`config.mk`:
```
export PLATFORM = sky130hd
export DESIGN_NAME = vga_tile_fetch
export DESIGN_NICKNAME = d
export VERILOG_FILES = /design/src/rtl/vga_tile_fetch.sv
export SDC_FILE = /design/constraint.sdc
export NUM_CORES = 1
export LEC_CHECK = 0
export BUFFER_PORTS_ARGS = -buffer_cell sky130_fd_sc_hd__buf_4
export CAP_MARGIN = 20
export CORE_MARGIN = 2
export CORE_UTILIZATION = 25
export CTS_CLUSTER_DIAMETER = 40
export CTS_CLUSTER_SIZE = 28
export DETAILED_ROUTE_END_ITERATION = 12
export GPL_TIMING_DRIVEN = 0
export HOLD_SLACK_MARGIN = 0.05
export MAX_ROUTING_LAYER = met4
export PLACE_DENSITY = 0.4
export SYNTH_ARGS = -nofsm -noshare
export SYNTH_HDL_FRONTEND = slang
export SYNTH_SLANG_ARGS = --single-unit
```
`constraint.sdc`:
```
create_clock -name clk -period 3.73 [get_ports clk]
set_input_delay 0.373 -clock clk [delete_from_list [all_inputs] [get_ports clk]]
set_output_delay 0.373 -clock clk [all_outputs]
set_load 0.1 [all_outputs]
```
`src/rtl/vga_tile_fetch.sv`:
```
// Purpose : walks the visible TILES_X x TILES_Y tile window of the map once per frame,
//           issuing one tile-map read per tile and buffering the returned words.
// Latency : one tile per 2+ cycles (ISSUE, then WAIT until mem_ack); a word appears at
//           tile_data one cycle after its mem_ack.
// Backpressure: requests stall in ISSUE while the FIFO is full; tile_ready pops the head.
//
// Ports:
//   clk, rst_n                  clock, asynchronous active-low reset
//   frame_start                 vsync pulse; latches start_addr/row_length, (re)starts the walk
//   start_addr, row_length      map base address and row stride in words
//   mem_req/mem_addr/mem_ack/mem_rdata   single-outstanding read port, data valid with ack
//   tile_valid/tile_data/tile_ready      FIFO head to the pixel renderer
//   busy                        frame walk in progress
//   frame_done                  pulse when the frame's last word has entered the FIFO
//   underrun                    sticky "renderer wanted data while FIFO empty" flag,
//                               present only when VGA_TILE_FETCH_UNDERRUN_EN is defined

module vga_tile_fetch #(
    parameter int TILES_X    = 40,
    parameter int TILES_Y    = 30,
    parameter int FIFO_DEPTH = 8,
    parameter int DATA_W     = 16
) (
    input  logic              clk,
    input  logic              rst_n,
    input  logic              frame_start,
    input  logic [15:0]       start_addr,
    input  logic [15:0]       row_length,
    output logic              mem_req,
    output logic [15:0]       mem_addr,
    input  logic              mem_ack,
    input  logic [DATA_W-1:0] mem_rdata,
    output logic              tile_valid,
    output logic [DATA_W-1:0] tile_data,
    input  logic              tile_ready,
    output logic              busy,
    output logic              frame_done
`ifdef VGA_TILE_FETCH_UNDERRUN_EN
    ,
    output logic              underrun
`endif
);

    localparam int CW = (TILES_X > 1) ? $clog2(TILES_X) : 1;
    localparam int RW = (TILES_Y > 1) ? $clog2(TILES_Y) : 1;
    localparam int PW = (FIFO_DEPTH > 1) ? $clog2(FIFO_DEPTH) : 1;
    localparam int NW = PW + 1;

    localparam logic [CW-1:0] COL_LAST = CW'(TILES_X - 1);
    localparam logic [RW-1:0] ROW_LAST = RW'(TILES_Y - 1);
    localparam logic [NW-1:0] DEPTH_N  = NW'(FIFO_DEPTH);

    typedef enum logic [1:0] {
        S_IDLE  = 2'd0,
        S_ISSUE = 2'd1,
        S_WAIT  = 2'd2
    } state_e;

    state_e            state_q, state_d;
    logic [15:0]       base_q, base_d;
    logic [15:0]       stride_q, stride_d;
    logic [CW-1:0]     col_q, col_d;
    logic [RW-1:0]     row_q, row_d;
    logic              mem_req_q, mem_req_d;
    logic [15:0]       mem_addr_q, mem_addr_d;
    logic              frame_done_q, frame_done_d;

    logic              push;
    logic              pop;
    logic              flush;

    logic [DATA_W-1:0] fifo_mem_q [FIFO_DEPTH];
    logic [PW-1:0]     rd_ptr_q, rd_ptr_d;
    logic [PW-1:0]     wr_ptr_q, wr_ptr_d;
    logic [NW-1:0]     count_q, count_d;
    logic [DATA_W-1:0] head_q, head_d;

    // ------------------------------------------------------------------
    // Walk FSM. frame_start takes priority over everything, so an abort
    // drops mem_req on the same edge and a coincident final ack is lost
    // (no push, no frame_done) in favour of the restart.
    // ------------------------------------------------------------------
    always_comb begin
        state_d      = state_q;
        base_d       = base_q;
        stride_d     = stride_q;
        col_d        = col_q;
        row_d        = row_q;
        mem_req_d    = mem_req_q;
        mem_addr_d   = mem_addr_q;
        frame_done_d = 1'b0;
        push         = 1'b0;
        flush        = 1'b0;

        if (frame_start) begin
            state_d   = S_ISSUE;
            base_d    = start_addr;
            stride_d  = row_length;
            col_d     = '0;
            row_d     = '0;
            mem_req_d = 1'b0;
            flush     = 1'b1;
        end else begin
            unique case (state_q)
                S_IDLE: begin
                end
                S_ISSUE: begin
                    // Only one request is ever outstanding, so a free slot
                    // now is still free when the ack's data arrives.
                    if (count_q < DEPTH_N) begin
                        mem_req_d  = 1'b1;
                        mem_addr_d = base_q + 16'(col_q);
                        state_d    = S_WAIT;
                    end
                end
                S_WAIT: begin
                    if (mem_ack) begin
                        push      = 1'b1;
                        mem_req_d = 1'b0;
                        if (col_q != COL_LAST) begin
                            col_d   = col_q + 1'b1;
                            state_d = S_ISSUE;
                        end else begin
                            col_d  = '0;
                            base_d = base_q + stride_q;
                            if (row_q != ROW_LAST) begin
                                row_d   = row_q + 1'b1;
                                state_d = S_ISSUE;
                            end else begin
                                frame_done_d = 1'b1;
                                state_d      = S_IDLE;
                            end
                        end
                    end
                end
                default: state_d = S_IDLE;
            endcase
        end
    end

    always_ff @(posedge clk or negedge rst_n) begin
        if (!rst_n) begin
            state_q      <= S_IDLE;
            base_q       <= '0;
            stride_q     <= '0;
            col_q        <= '0;
            row_q        <= '0;
            mem_req_q    <= 1'b0;
            mem_addr_q   <= '0;
            frame_done_q <= 1'b0;
        end else begin
            state_q      <= state_d;
            base_q       <= base_d;
            stride_q     <= stride_d;
            col_q        <= col_d;
            row_q        <= row_d;
            mem_req_q    <= mem_req_d;
            mem_addr_q   <= mem_addr_d;
            frame_done_q <= frame_done_d;
        end
    end

    // ------------------------------------------------------------------
    // Tile FIFO with a registered head word.
    // ------------------------------------------------------------------
    assign pop = (count_q != '0) && tile_ready;

    always_comb begin
        rd_ptr_d = rd_ptr_q;
        wr_ptr_d = wr_ptr_q;
        count_d  = count_q;
        head_d   = '0;

        if (flush) begin
            rd_ptr_d = '0;
            wr_ptr_d = '0;
            count_d  = '0;
        end else begin
            if (push) begin
                wr_ptr_d = wr_ptr_q + 1'b1;
            end
            if (pop) begin
                rd_ptr_d = rd_ptr_q + 1'b1;
            end
            unique case ({push, pop})
                2'b10:   count_d = count_q + 1'b1;
                2'b01:   count_d = count_q - 1'b1;
                default: count_d = count_q;
            endcase
        end

        // Next head: the word being written this cycle becomes the head when
        // the FIFO was empty, or when it held one entry that is being popped.
        if (count_d != '0) begin
            if (push && (wr_ptr_q == rd_ptr_d)) begin
                head_d = mem_rdata;
            end else begin
                head_d = fifo_mem_q[rd_ptr_d];
            end
        end
    end

    always_ff @(posedge clk or negedge rst_n) begin
        if (!rst_n) begin
            for (int i = 0; i < FIFO_DEPTH; i++) begin
                fifo_mem_q[i] <= '0;
            end
        end else if (push) begin
            fifo_mem_q[wr_ptr_q] <= mem_rdata;
        end
    end

    always_ff @(posedge clk or negedge rst_n) begin
        if (!rst_n) begin
            rd_ptr_q <= '0;
            wr_ptr_q <= '0;
            count_q  <= '0;
            head_q   <= '0;
        end else begin
            rd_ptr_q <= rd_ptr_d;
            wr_ptr_q <= wr_ptr_d;
            count_q  <= count_d;
            head_q   <= head_d;
        end
    end

`ifdef VGA_TILE_FETCH_UNDERRUN_EN
    // Sticky for the whole frame so a renderer stall is visible to software
    // after the fact; a new frame starts with a clean flag.
    logic underrun_q, underrun_d;

    always_comb begin
        underrun_d = underrun_q;
        if (frame_start) begin
            underrun_d = 1'b0;
        end else if ((state_q != S_IDLE) && tile_ready && (count_q == '0)) begin
            underrun_d = 1'b1;
        end
    end

    always_ff @(posedge clk or negedge rst_n) begin
        if (!rst_n) begin
            underrun_q <= 1'b0;
        end else begin
            underrun_q <= underrun_d;
        end
    end

    assign underrun = underrun_q;
`endif

    assign mem_req    = mem_req_q;
    assign mem_addr   = mem_addr_q;
    assign tile_valid = (count_q != '0);
    assign tile_data  = head_q;
    assign busy       = (state_q != S_IDLE);
    assign frame_done = frame_done_q;

endmodule

```
==> key figures, run 1 <==
Status
  – Status: finished clean

Clock network
  – H-tree Lvls: 2
  – Clock latency at the later pin of the worst-skew pair: 0.58 ns
  – Clock Pin Slew Worst Setup and Hold Paths: 0.05 ns
  – Clk sinks: 217
  – Clock Tree Buf Depth: 3
  – CTS tree: done
  – Clk root buf: clkbuf_16
  – TritonCTS Buffers: 47

Synth
  – Synth Flop Type: dfrtp_1
  – Most common cell in the netlist: dfrtp_1
  – Synth top area cells: dfrtp_1 46%, mux2_2 14%, a21oi_1 5.2%
  – Post-synthesis cell type count: 56
  – Most frequent cells after synthesis: 217 x dfrtp_1, 145 x mux2_2, 121 x a21oi_1
  – Mapped Nets: 1213
  – Synthesized area per cell: 10.4 µm²
  – Yosys reg bits: 217
  – Yosys top cell area share: 46.4%
  – Post-synthesis xor/xnor area fraction: 3.06%
  – Yosys Warn Count: 0
  – Synth Area in Adders: 3.44%
  – Synth Instances: 1129
  – Simple-gate share of the synthesized area: 11.2%
  – Number of flops mapped to enable cells by yosys: 0
  – Cell accounting for the most synthesized area: dfrtp_1
  – Mux contribution to synthesized area: 14.6%
  – Main combinational cell family by area after synthesis: compound AO/OA/AOI/OAI gates
  – Sequential share of the synthesized area: 46.4%
  – Ys async rst share: 100%
  – Synth Area in Compound Gates: 18.3%
  – Synthesized cell area: 11700 µm²

Timing
  – Slew @ Worst Pin: 0.868 ns
  – Max_slew headroom: 42.1%
  – RSZ-0062 raised after global routing: no
  – Final Hold Fails: 0
  – Post-route clock period utilization: 94.3%
  – Fmax: 284 MHz
  – # setup viols final: 0
  – Max-slew violations: 0
  – Minimum clock period after layout: 3.52 ns
  – Clock skew: 0.0433 ns
  – Setup WS post-layout: 0.213 ns

Critical path
  – Crit path arrival time: 3.94 ns
  – FF-to-FF path depth: 17
  – CP max stage delay: 0.44 ns
  – Critical path launch point: count_q[2]
  – Critical path, cell by cell: o41ai_4 -> buf_4 -> inv_4 -> buf_2 -> buf_4 -> ha_2 -> xor2_1 -> ha_1 -> a21oi_2 -> xor2_1 -> nor2_1 -> xnor2_1 -> a41oi_2 -> buf_4 -> buf_4 -> o21ai_1 -> a21oi_1
  – Crit Path Category: flop to flop
  – Crit path buf inv count: 6
  – R2r setup slk: 0.21 ns
  – Delay-heaviest family, CP: buffers and inverters
  – Most used cell, CP: buf_4
  – Levels on crit path: 17
  – Setup crit start kind: flop
  – R2R Path Start: count_q[2]
  – Req. time, crit path: 4.16 ns
  – Worst-path fanout max: 11
  – Critical path capture point type: flop
  – CP max stage cell: dfrtp_2

Route
  – Via count: 9415
  – DR iter-0 viols: 461
  – DRC viols: 0
  – Wire length per cell: 19.5 µm
  – Antenna viol nets, final: 0
  – Via density per instance: 4.88
  – DRT Wirelength: 37.6 mm
  – TritonRoute pass-1 iters: 5

Min path
  – Min-Delay Path Class: input pin to flop
  – Hold Path Depth: 2
  – HP Start: row_length[7]

Floorplanning
  – I/O pin cnt: 89
  – CORE AREA: 46400 µm²
  – Die width: 220 µm
  – Die Height: 220 µm
  – Initial Utilization: 25.3%
  – Row count: 79
  – Die area: 48600 µm²

Final layout
  – Final net count: 1371
  – # diodes: 0
  – Final cell count without fillers: 1929
  – Fill cells: 4744
  – Layout cells sized above 1: 27.1%
  – Area Overhead vs Synth: 28.0%

Placement
  – DP HPWL: 26.7 mm
  – DP Worst Slack: -1.44 ns
  – Port-buffer cells: 88
  – Dpl cells: 1828
  – Placer Congestion: 0.806

Run
  – Max-Cap Viols: 0

GRT
  – Vias in the first global route: 9559
  – All-layer global routing usage: 16.3%
  – Antenna violations before repair: 0
  – First-pass GRT wire length: 58.0 mm
  – Largest net degree at the start of global routing: 87
  – Total grt overflow: 0

Pwr
  – Peak VDD IR: 0.000494 V
  – PD cells: 562 nW/µm²
  – Leakage: 6.47 nW
  – Total Power: 0.00843 W
## per-layer routing
layer	vias to the layer above	global-route usage (%)	wire length [µm]
met5	-	-	0
met4	0	5.82	1160
met3	83	2.58	1280
met2	175	25.4	17200
met1	4666	21.4	18000
li1	4491	-	-
## worst paths after layout
kind                                  end
setup reg to reg             tile_data[2]
hold / removal                stride_q[7]
hold reg to reg               mem_addr[1]
setup / recovery             tile_data[2]
min in group asynchronous  fifo_mem_q[41]
max in group asynchronous    tile_data[2]
## placed cells by master, fill, tap and decap left out, drive strengths merged, types with 24 or more instances in the layout
master / count
ha: 29
a21oi: 121
nand2: 67
mux2: 145
o21ai: 57
dfrtp: 217
clkbuf: 118
buf: 111
nor3: 24
nor2: 43
nand2b: 33
a211oi: 73
nand3: 37
## per-stage QoR
stage                     instance area, µm²  TNS (ns)  hold slack (ns)  utilization, %
after global routing                   15000         0           0.0590            32.3
after detailed placement               13200    -20.14            0.449            28.5
final                                  15000         0           0.0825            32.3
after global placement                 13100    -20.15            0.463            28.3
after floorplan                        11700         0           0.0774               -
after CTS                              15000         0           0.0505            32.3
## power by group
part / leakage [nW] / total [W] / internal (W) / switching (W)
Sequential: 2.89 / 0.00268 / 0.00254 / 0.000148
Clock: 0.759 / 0.00407 / 0.00269 / 0.00138
Combinational: 2.82 / 0.00167 / 0.000574 / 0.00109
Total: 6.47 / 0.00843 / 0.00580 / 0.00262
## final cells by class
type                            count  area [µm²]  share of cell area, %
Multi-Input combinational cell    818        5960                   39.8
Sequential cell                   217        5430                   36.3
Clock buffer                       58        1280                   8.53
Timing Repair Buffer              110         906                   6.05
Tap cell                          607         759                   5.07
Buffer                             74         292                   1.95
Clock inverter                     26         277                   1.85
Inverter                           19        73.8                  0.493
## logic make-up after synthesis
kind of cell,Yosys count
adder cells (fa/ha/maj),31
XOR/XNOR,40
AND/OR/NAND/NOR,260
AO/OA/AOI/OAI,336
buffers and inverters,94
flip-flops,217
multiplexers,151
## repair_timing
item / 4_1_cts / 5_1_grt
endpoints found under the hold margin: 97 / 0
endpoints found under the setup margin: 17 / 16
resized for setup: 11 / 7
pin swaps: 2 / 0
setup buffers: 4 / 0
hold buffers: 13 / 0
## sequential cells by signal, summed over array words and instances (netlist names), 2 cells and up
register    flops
mem_addr       16
state_q         2
tile_data      16
col_q           6
stride_q       16
row_q           5
wr_ptr_q        3
rd_ptr_q        3
fifo_mem_q    128
base_q         16
count_q         4
## worst reg2reg max path, stage by stage, from the launching register on
cell and delay (ns):
dfrtp_2 0.44, o41ai_4 0.34, buf_4 0.19, inv_4 0.09
buf_2 0.21, buf_4 0.23, ha_2 0.25, xor2_1 0.15
ha_1 0.19, a21oi_2 0.11, xor2_1 0.15, nor2_1 0.06
xnor2_1 0.15, a41oi_2 0.18, buf_4 0.17, buf_4 0.13
o21ai_1 0.06, a21oi_1 0.29
(Power assumes the default switching activity.)
==> run 2: changes to the inputs <==
--- a/config.mk
+++ b/config.mk
@@ -8,14 +8,14 @@
 export BUFFER_PORTS_ARGS = -buffer_cell sky130_fd_sc_hd__buf_4
 export CAP_MARGIN = 20
 export CORE_MARGIN = 2
-export CORE_UTILIZATION = 25
+export CORE_UTILIZATION = 50
 export CTS_CLUSTER_DIAMETER = 40
 export CTS_CLUSTER_SIZE = 28
 export DETAILED_ROUTE_END_ITERATION = 12
 export GPL_TIMING_DRIVEN = 0
 export HOLD_SLACK_MARGIN = 0.05
 export MAX_ROUTING_LAYER = met4
-export PLACE_DENSITY = 0.4
+export PLACE_DENSITY = 0.71
 export SYNTH_ARGS = -nofsm -noshare
 export SYNTH_HDL_FRONTEND = slang
 export SYNTH_SLANG_ARGS = --single-unit
==> run 2 against run 1 <==
Effect of this change:
- clock-buffer cell count decreased by 15
- sequential share of layout area is 2.2 points higher
- die area is 49% lower
- critical endpoint is now tile_data[5]
==> key figures, run 2 (synthesis results as in run 1) <==
Critical path
  – Reg-to-reg endpoint: tile_data[5] (was tile_data[2])
  – Critical path, cell by cell: o41ai_4 -> buf_4 -> inv_4 -> buf_4 -> ha_1 -> clkbuf_1 -> xor2_1 -> ha_1 -> a21oi_1 -> xor2_1 -> nor2_1 -> xnor2_1 -> a41oi_4 -> buf_4 -> o21ai_1 -> a21oi_1 (was o41ai_4 -> buf_4 -> inv_4 -> buf_2 -> buf_4 -> ha_2 -> xor2_1 -> ha_1 -> a21oi_2 -> xor2_1 -> nor2_1 -> xnor2_1 -> a41oi_2 -> buf_4 -> buf_4 -> o21ai_1 -> a21oi_1)
  – CP max stage delay: 0.46 ns (was 0.44 ns)
  – Critical path launch point: count_q[1] (was count_q[2])
  – Delay-heaviest family, CP: compound AO/OA/AOI/OAI gates (was buffers and inverters)
  – Crit path buf inv count: 5 (was 6)
  – Setup crit start kind: flop (unchanged)
  – R2R Path Start: count_q[1] (was count_q[2])
  – Most used cell, CP: buf_4 (unchanged)
  – R2r setup slk: 0.20 ns (was 0.21 ns)
  – Crit path arrival time: 3.96 ns (was 3.94 ns)
  – Critical path capture point type: flop (unchanged)
  – Req. time, crit path: 4.15 ns (was 4.16 ns)
  – Worst-path fanout max: 19 (was 11)
  – Crit Path Category: flop to flop (unchanged)
  – CP max stage cell: dfrtp_1 (was dfrtp_2)
  – FF-to-FF path depth: 16 (was 17)

Final layout
  – # diodes: 0 (unchanged)
  – Final Util: 61.8% (was 32.3%)
  – Final net count: 1348 (was 1371)
  – Most common cell after layout, fill and taps aside: dfrtp_1 (unchanged)
  – Layout cells sized above 1: 26.0% (was 27.1%)
  – Fill cells: 1917 (was 4744)
  – Most frequent cells in the layout: 216 x dfrtp_1, 145 x mux2_2, 118 x a21oi_1 (was 215 x dfrtp_1, 145 x mux2_2, 115 x a21oi_1)
  – Number of flip-flops under the largest register name: 128 (unchanged)
  – Area Overhead vs Synth: 20.6% (was 28.0%)
  – Reg with most FFs: fifo_mem_q (unchanged)

Timing
  – Clock skew: 0.0322 ns (was 0.0433 ns)
  – Minimum clock period after layout: 3.53 ns (was 3.52 ns)
  – Max-slew violations: 0 (unchanged)
  – Final Hold Fails: 0 (unchanged)
  – Fmax: 283 MHz (was 284 MHz)
  – RSZ-0062 raised after global routing: no (unchanged)
  – Setup WS post-layout: 0.197 ns (was 0.213 ns)
  – Max_slew headroom: 50.2% (was 42.1%)
  – # setup viols final: 0 (unchanged)
  – Post-route clock period utilization: 94.7% (was 94.3%)
  – Slew @ Worst Pin: 0.728 ns (was 0.868 ns)

Floorplanning
  – Die Height: 157 µm (was 220 µm)
  – Die width: 157 µm (was 220 µm)
  – I/O pin cnt: 89 (unchanged)
  – Die area: 24700 µm² (was 48600 µm²)
  – Row count: 55 (was 79)
  – CORE AREA: 22800 µm² (was 46400 µm²)
  – Initial Utilization: 51.2% (was 25.3%)

Clock network
  – CTS tree: done (unchanged)
  – Clock latency at the later pin of the worst-skew pair: 0.53 ns (was 0.58 ns)
  – TritonCTS Buffers: 37 (was 47)
  – Clock Pin Slew Worst Setup and Hold Paths: 0.06 ns (was 0.05 ns)
  – Clk sinks: 217 (unchanged)
  – Clk root buf: clkbuf_16 (unchanged)
  – H-tree Lvls: 2 (unchanged)
  – Clock Tree Buf Depth: 3 (unchanged)

GRT
  – First-pass GRT wire length: 50.0 mm (was 58.0 mm)
  – Antenna violations before repair: 0 (unchanged)
  – Vias in the first global route: 9400 (was 9559)
  – All-layer global routing usage: 26.6% (was 16.3%)
  – Largest net degree at the start of global routing: 94 (was 87)
  – Total grt overflow: 0 (unchanged)

Route
  – DRC viols: 0 (unchanged)
  – TritonRoute pass-1 iters: 5 (unchanged)
  – Via count: 9513 (was 9415)
  – Antenna viol nets, final: 0 (unchanged)
  – DR iter-0 viols: 698 (was 461)
  – Via density per instance: 5.93 (was 4.88)
  – Wire length per cell: 19.6 µm (was 19.5 µm)
  – DRT Wirelength: 31.4 mm (was 37.6 mm)

Run
  – Max-Cap Viols: 0 (unchanged)

Placement
  – Port-buffer cells: 88 (unchanged)
  – DP HPWL: 21.9 mm (was 26.7 mm)
  – DP Worst Slack: -1.25 ns (was -1.44 ns)
  – Placer Congestion: 0.900 (was 0.806)

Pwr
  – Leakage: 6.25 nW (was 6.47 nW)
  – Peak VDD IR: 0.000336 V (was 0.000494 V)
  – PD cells: 539 nW/µm² (was 562 nW/µm²)

Min path
  – Hold Path Depth: 2 (unchanged)
  – Worst min-delay path endpoint: stride_q[10] (was stride_q[7])
  – Min-Delay Path Class: input pin to flop (unchanged)
  – HP Start: row_length[10] (was row_length[7])

Status
  – Status: finished clean (unchanged)
## run 2: through the flow
step	hold slack (ns)	setup TNS, ns	cells	power [W]	area [µm²]
4_1_cts	0.0896	0	1602	0.00762	14100
2_1_floorplan	0.0774	0	1129	0.00386	11700
3_3_place_gp	0.463	-15.74	1530	0.00426	12800
3_5_place_dp	0.336	-17.27	1534	0.00430	12800
5_1_grt	0.0963	0	1603	0.00790	14100
6_report	0.0996	0	1603	0.00760	14100
## run 2: cell type report
cell class | count | area [µm²] | area share (%)
multi-input cells | 818 | 5950 | 42.1
repair buffers | 97 | 771 | 5.46
clock inverters | 22 | 200 | 1.42
inverters | 19 | 73.8 | 0.523
well taps | 313 | 392 | 2.77
plain buffers | 74 | 290 | 2.06
flip-flops and latches | 217 | 5430 | 38.5
clock buffers | 43 | 1010 | 7.16
## run 2: where the power goes
group          switching [W]  internal (W)
registers           0.000138       0.00253
clock network        0.00122       0.00209
logic                0.00106      0.000563
## run 2: timing repair
action | 4_1_cts | 5_1_grt
pin swaps | 2 | 0
endpoints found under the hold margin | 58 | 0
resized for setup | 4 | 11
hold buffers | 1 | 0
endpoints found under the setup margin | 17 | 16
buffers inserted | 3 | 0
## run 2: worst max path at each step
stage,to,slack (ns),cells after the start
after global placement,tile_data[5],-1.15,16
after detailed placement,tile_data[6],-1.25,16
after floorplan,tile_data[10],0.08,16
final,tile_data[5],0.20,16
after global routing,tile_data[5],0.02,16
after CTS,tile_data[6],0.05,16
## run 2: metal layers
layer | GRT usage [%] | share of wire (%)
met4 | 8.18 | 2.3
met1 | 34.4 | 43
met5 | - | 0
met2 | 43.5 | 48
met3 | 4.27 | 6.9
## run 2: worst register-to-register path: stages, from the launching register on
cell      delay, ns
dfrtp_1        0.46
o41ai_4        0.34
buf_4          0.21
inv_4          0.12
buf_4          0.23
ha_1           0.20
clkbuf_1       0.17
xor2_1         0.17
ha_1           0.19
a21oi_1        0.14
xor2_1         0.17
nor2_1         0.07
xnor2_1        0.18
a41oi_4        0.30
buf_4          0.22
o21ai_1        0.08
a21oi_1        0.21
==> run 3: changes to the inputs <==
--- a/config.mk
+++ b/config.mk
@@ -15,7 +15,7 @@
 export GPL_TIMING_DRIVEN = 0
 export HOLD_SLACK_MARGIN = 0.05
 export MAX_ROUTING_LAYER = met4
-export PLACE_DENSITY = 0.71
+export PLACE_DENSITY = 0.68
 export SYNTH_ARGS = -nofsm -noshare
 export SYNTH_HDL_FRONTEND = slang
 export SYNTH_SLANG_ARGS = --single-unit
==> constraint.sdc (replaced) <==
create_clock -name clk -period 3.5 [get_ports clk]
set_input_delay 0.35 -clock clk [delete_from_list [all_inputs] [get_ports clk]]
set_output_delay 0.35 -clock clk [all_outputs]
set_load 0.1 [all_outputs]
==> run 3 against run 2 <==
Effect of this change:
- non-clock buffer count unchanged
- clock power is 10% higher
- register-to-register slack got worse by 0.05 ns
- critical endpoint is now tile_data[1]
==> key figures, run 3 (synthesis results as in run 1) <==
Timing
  – Fmax: 298 MHz (was 283 MHz)
  – Final Hold Fails: 0 (unchanged)
  – # setup viols final: 0 (unchanged)
  – Minimum clock period after layout: 3.35 ns (was 3.53 ns)
  – Max-slew violations: 0 (unchanged)
  – WHS: 0.0771 ns (was 0.0996 ns)
  – Setup WS post-layout: 0.147 ns (was 0.197 ns)
  – Max_slew headroom: 40.4% (was 50.2%)
  – RSZ-0062 raised after global routing: no (unchanged)
  – Clock skew: 0.0307 ns (was 0.0322 ns)
  – Slew @ Worst Pin: 0.871 ns (was 0.728 ns)
  – Post-route clock period utilization: 95.8% (was 94.7%)

Pwr
  – NetSw: 0.00252 W (was 0.00241 W)
  – Peak VDD IR: 0.000420 V (was 0.000336 V)
  – Sw frac: 30.5% (was 31.7%)
  – Internal: 0.00573 W (was 0.00519 W)
  – Sequential power share: 34.6% (was 35.1%)
  – Clock power frac: 44.3% (was 43.5%)
  – PD cells: 583 nW/µm² (was 539 nW/µm²)
  – Gate power share: 21.1% (was 21.3%)
  – Leakage: 6.23 nW (was 6.25 nW)

Placement
  – DP Worst Slack: -1.17 ns (was -1.25 ns)
  – Port-buffer cells: 88 (unchanged)
  – DP HPWL: 21.9 mm (about the same)
  – Placer Congestion: 0.872 (was 0.900)

Clock network
  – H-tree Lvls: 2 (unchanged)
  – Clk root buf: clkbuf_16 (unchanged)
  – Clock Tree Buf Depth: 3 (unchanged)
  – Clock Pin Slew Worst Setup and Hold Paths: 0.05 ns (was 0.06 ns)
  – Clock latency at the later pin of the worst-skew pair: 0.51 ns (was 0.53 ns)
  – TritonCTS Buffers: 35 (was 37)
  – Clk sinks: 217 (unchanged)
  – CTS tree: done (unchanged)

Critical path
  – FF-to-FF path depth: 15 (was 16)
  – Critical path launch point: count_q[1] (unchanged)
  – CP max stage cell: dfrtp_1 (unchanged)
  – Critical path capture point type: flop (unchanged)
  – Worst-path fanout max: 20 (was 19)
  – Crit path buf inv count: 4 (was 5)
  – R2R Path Start: count_q[1] (unchanged)
  – Crit path arrival time: 3.73 ns (was 3.96 ns)
  – R2r setup slk: 0.15 ns (was 0.20 ns)
  – Crit Path Category: flop to flop (unchanged)
  – Levels on crit path: 15 (was 16)
  – Delay-heaviest family, CP: compound AO/OA/AOI/OAI gates (unchanged)
  – CP max stage delay: 0.46 ns (about the same)
  – Setup crit start kind: flop (unchanged)
  – Critical path, cell by cell: o41ai_4 -> inv_2 -> clkbuf_4 -> ha_2 -> xor2_1 -> ha_1 -> a21oi_1 -> xor2_1 -> nor2_1 -> xnor2_2 -> a41oi_2 -> buf_4 -> buf_4 -> o21ai_1 -> a21oi_1 (was o41ai_4 -> buf_4 -> inv_4 -> buf_4 -> ha_1 -> clkbuf_1 -> xor2_1 -> ha_1 -> a21oi_1 -> xor2_1 -> nor2_1 -> xnor2_1 -> a41oi_4 -> buf_4 -> o21ai_1 -> a21oi_1)
  – Req. time, crit path: 3.88 ns (was 4.15 ns)
  – Reg-to-reg endpoint: tile_data[1] (was tile_data[5])

Floorplanning
  – Row count: 55 (unchanged)
  – Die width: 157 µm (unchanged)
  – Die area: 24700 µm² (unchanged)
  – I/O pin cnt: 89 (unchanged)
  – CORE AREA: 22800 µm² (unchanged)
  – Initial Utilization: 51.2% (unchanged)
  – Die Height: 157 µm (unchanged)

Route
  – DRT Wirelength: 31.8 mm (was 31.4 mm)
  – Via count: 9405 (was 9513)
  – DRC viols: 0 (unchanged)
  – DR iter-0 viols: 643 (was 698)
  – Wire length per cell: 19.9 µm (was 19.6 µm)
  – Antenna viol nets, final: 0 (unchanged)
  – Via density per instance: 5.88 (was 5.93)
  – TritonRoute pass-1 iters: 5 (unchanged)

GRT
  – Antenna violations before repair: 0 (unchanged)
  – First-pass GRT wire length: 50.9 mm (was 50.0 mm)
  – Vias in the first global route: 9323 (was 9400)
  – Total grt overflow: 0 (unchanged)
  – All-layer global routing usage: 27.3% (was 26.6%)
  – Largest net degree at the start of global routing: 114 (was 94)

Final layout
  – Area Overhead vs Synth: 20.9% (was 20.6%)
  – Most frequent cells in the layout: 215 x dfrtp_1, 145 x mux2_2, 115 x a21oi_1 (was 216 x dfrtp_1, 145 x mux2_2, 118 x a21oi_1)
  – Number of flip-flops under the largest register name: 128 (unchanged)
  – Multi-input logic area: 5970 µm² (was 5950 µm²)
  – Final net count: 1346 (was 1348)
  – # diodes: 0 (unchanged)
  – Most common cell after layout, fill and taps aside: dfrtp_1 (unchanged)
  – Reg with most FFs: fifo_mem_q (unchanged)
  – Fill cells: 1920 (was 1917)
  – Reg area: 5430 µm² (about the same)
  – Layout cells sized above 1: 26.0% (about the same)

Status
  – Status: finished clean (unchanged)

Min path
  – HP Start: row_length[3] (was row_length[10])
  – Worst min-delay path endpoint: stride_q[3] (was stride_q[10])
  – Min-Delay Path Class: input pin to flop (unchanged)
  – Hold Path Depth: 2 (unchanged)

Run
  – Max-Cap Viols: 0 (unchanged)
==> run 3: cell types whose count changed in the layout (fill, tap and decap cells not counted), sizes merged <==
| cell | change |
|---|---|
| inv | -3 |
| buf | -2 |
| bufinv | +5 |
| clkinvlp | +1 |
| clkinv | -8 |
| clkbuf | +3 |
==> run 3: metal layers <==
metal  global-route usage [%]  vias to the layer above  wire length [µm]
li1                         -                     4422                 -
met1                     36.1                     4653             14300
met2                     43.5                      271             14900
met3                     4.21                       59              1690
met4                     8.48                        0               830
met5                        -                        -                 0
==> run 3: what timing repair did <==
action / in CTS / in global routing
hold endpoints to repair: 104 / 0
hold buffers: 1 / 0
endpoints found under the setup margin: 19 / 16
buffers inserted: 4 / 0
cloned: 1 / 0
gates resized for setup: 12 / 5
pin swaps: 3 / 2
==> run 3: worst max path at each step <==
stage | slack [ns] | endpoint
finish | 0.15 | tile_data[1]
global route | 0.006 | tile_data[0]
CTS | 0.05 | tile_data[2]
detailed placement | -1.17 | tile_data[5]
global placement | -1.09 | tile_data[5]
floorplan | 0.03 | tile_data[10]
==> run 3: cell type report <==
type	instances	share of cell area, %
sequential	217	38.4
inverter	19	0.504
clock buffer	44	6.64
timing repair buffer	98	5.38
clock inverter	17	2.04
multi-input combinational	818	42.2
tap	313	2.77
buffer	73	2.07
==> run 3: power by group through the flow <==
stage / sequential, W / combinational, W / clock [W]
floorplan: 0.00328 / 0.000831 / 0
global placement: 0.00288 / 0.00168 / 0
detailed placement: 0.00289 / 0.00170 / 0
CTS: 0.00285 / 0.00173 / 0.00369
global route: 0.00287 / 0.00189 / 0.00380
finish: 0.00285 / 0.00174 / 0.00365
==> run 3: per-stage QoR <==
stage / instances / instance area, µm² / utilization, % / setup TNS, ns / total power [W]
floorplan: 1129 / 11700 / - / 0 / 0.00411
global placement: 1530 / 12800 / 55.9 / -15.38 / 0.00456
detailed placement: 1532 / 12800 / 56.1 / -16.67 / 0.00459
CTS: 1598 / 14100 / 61.8 / 0 / 0.00827
global route: 1599 / 14100 / 61.9 / 0 / 0.00856
finish: 1599 / 14100 / 61.9 / 0 / 0.00825
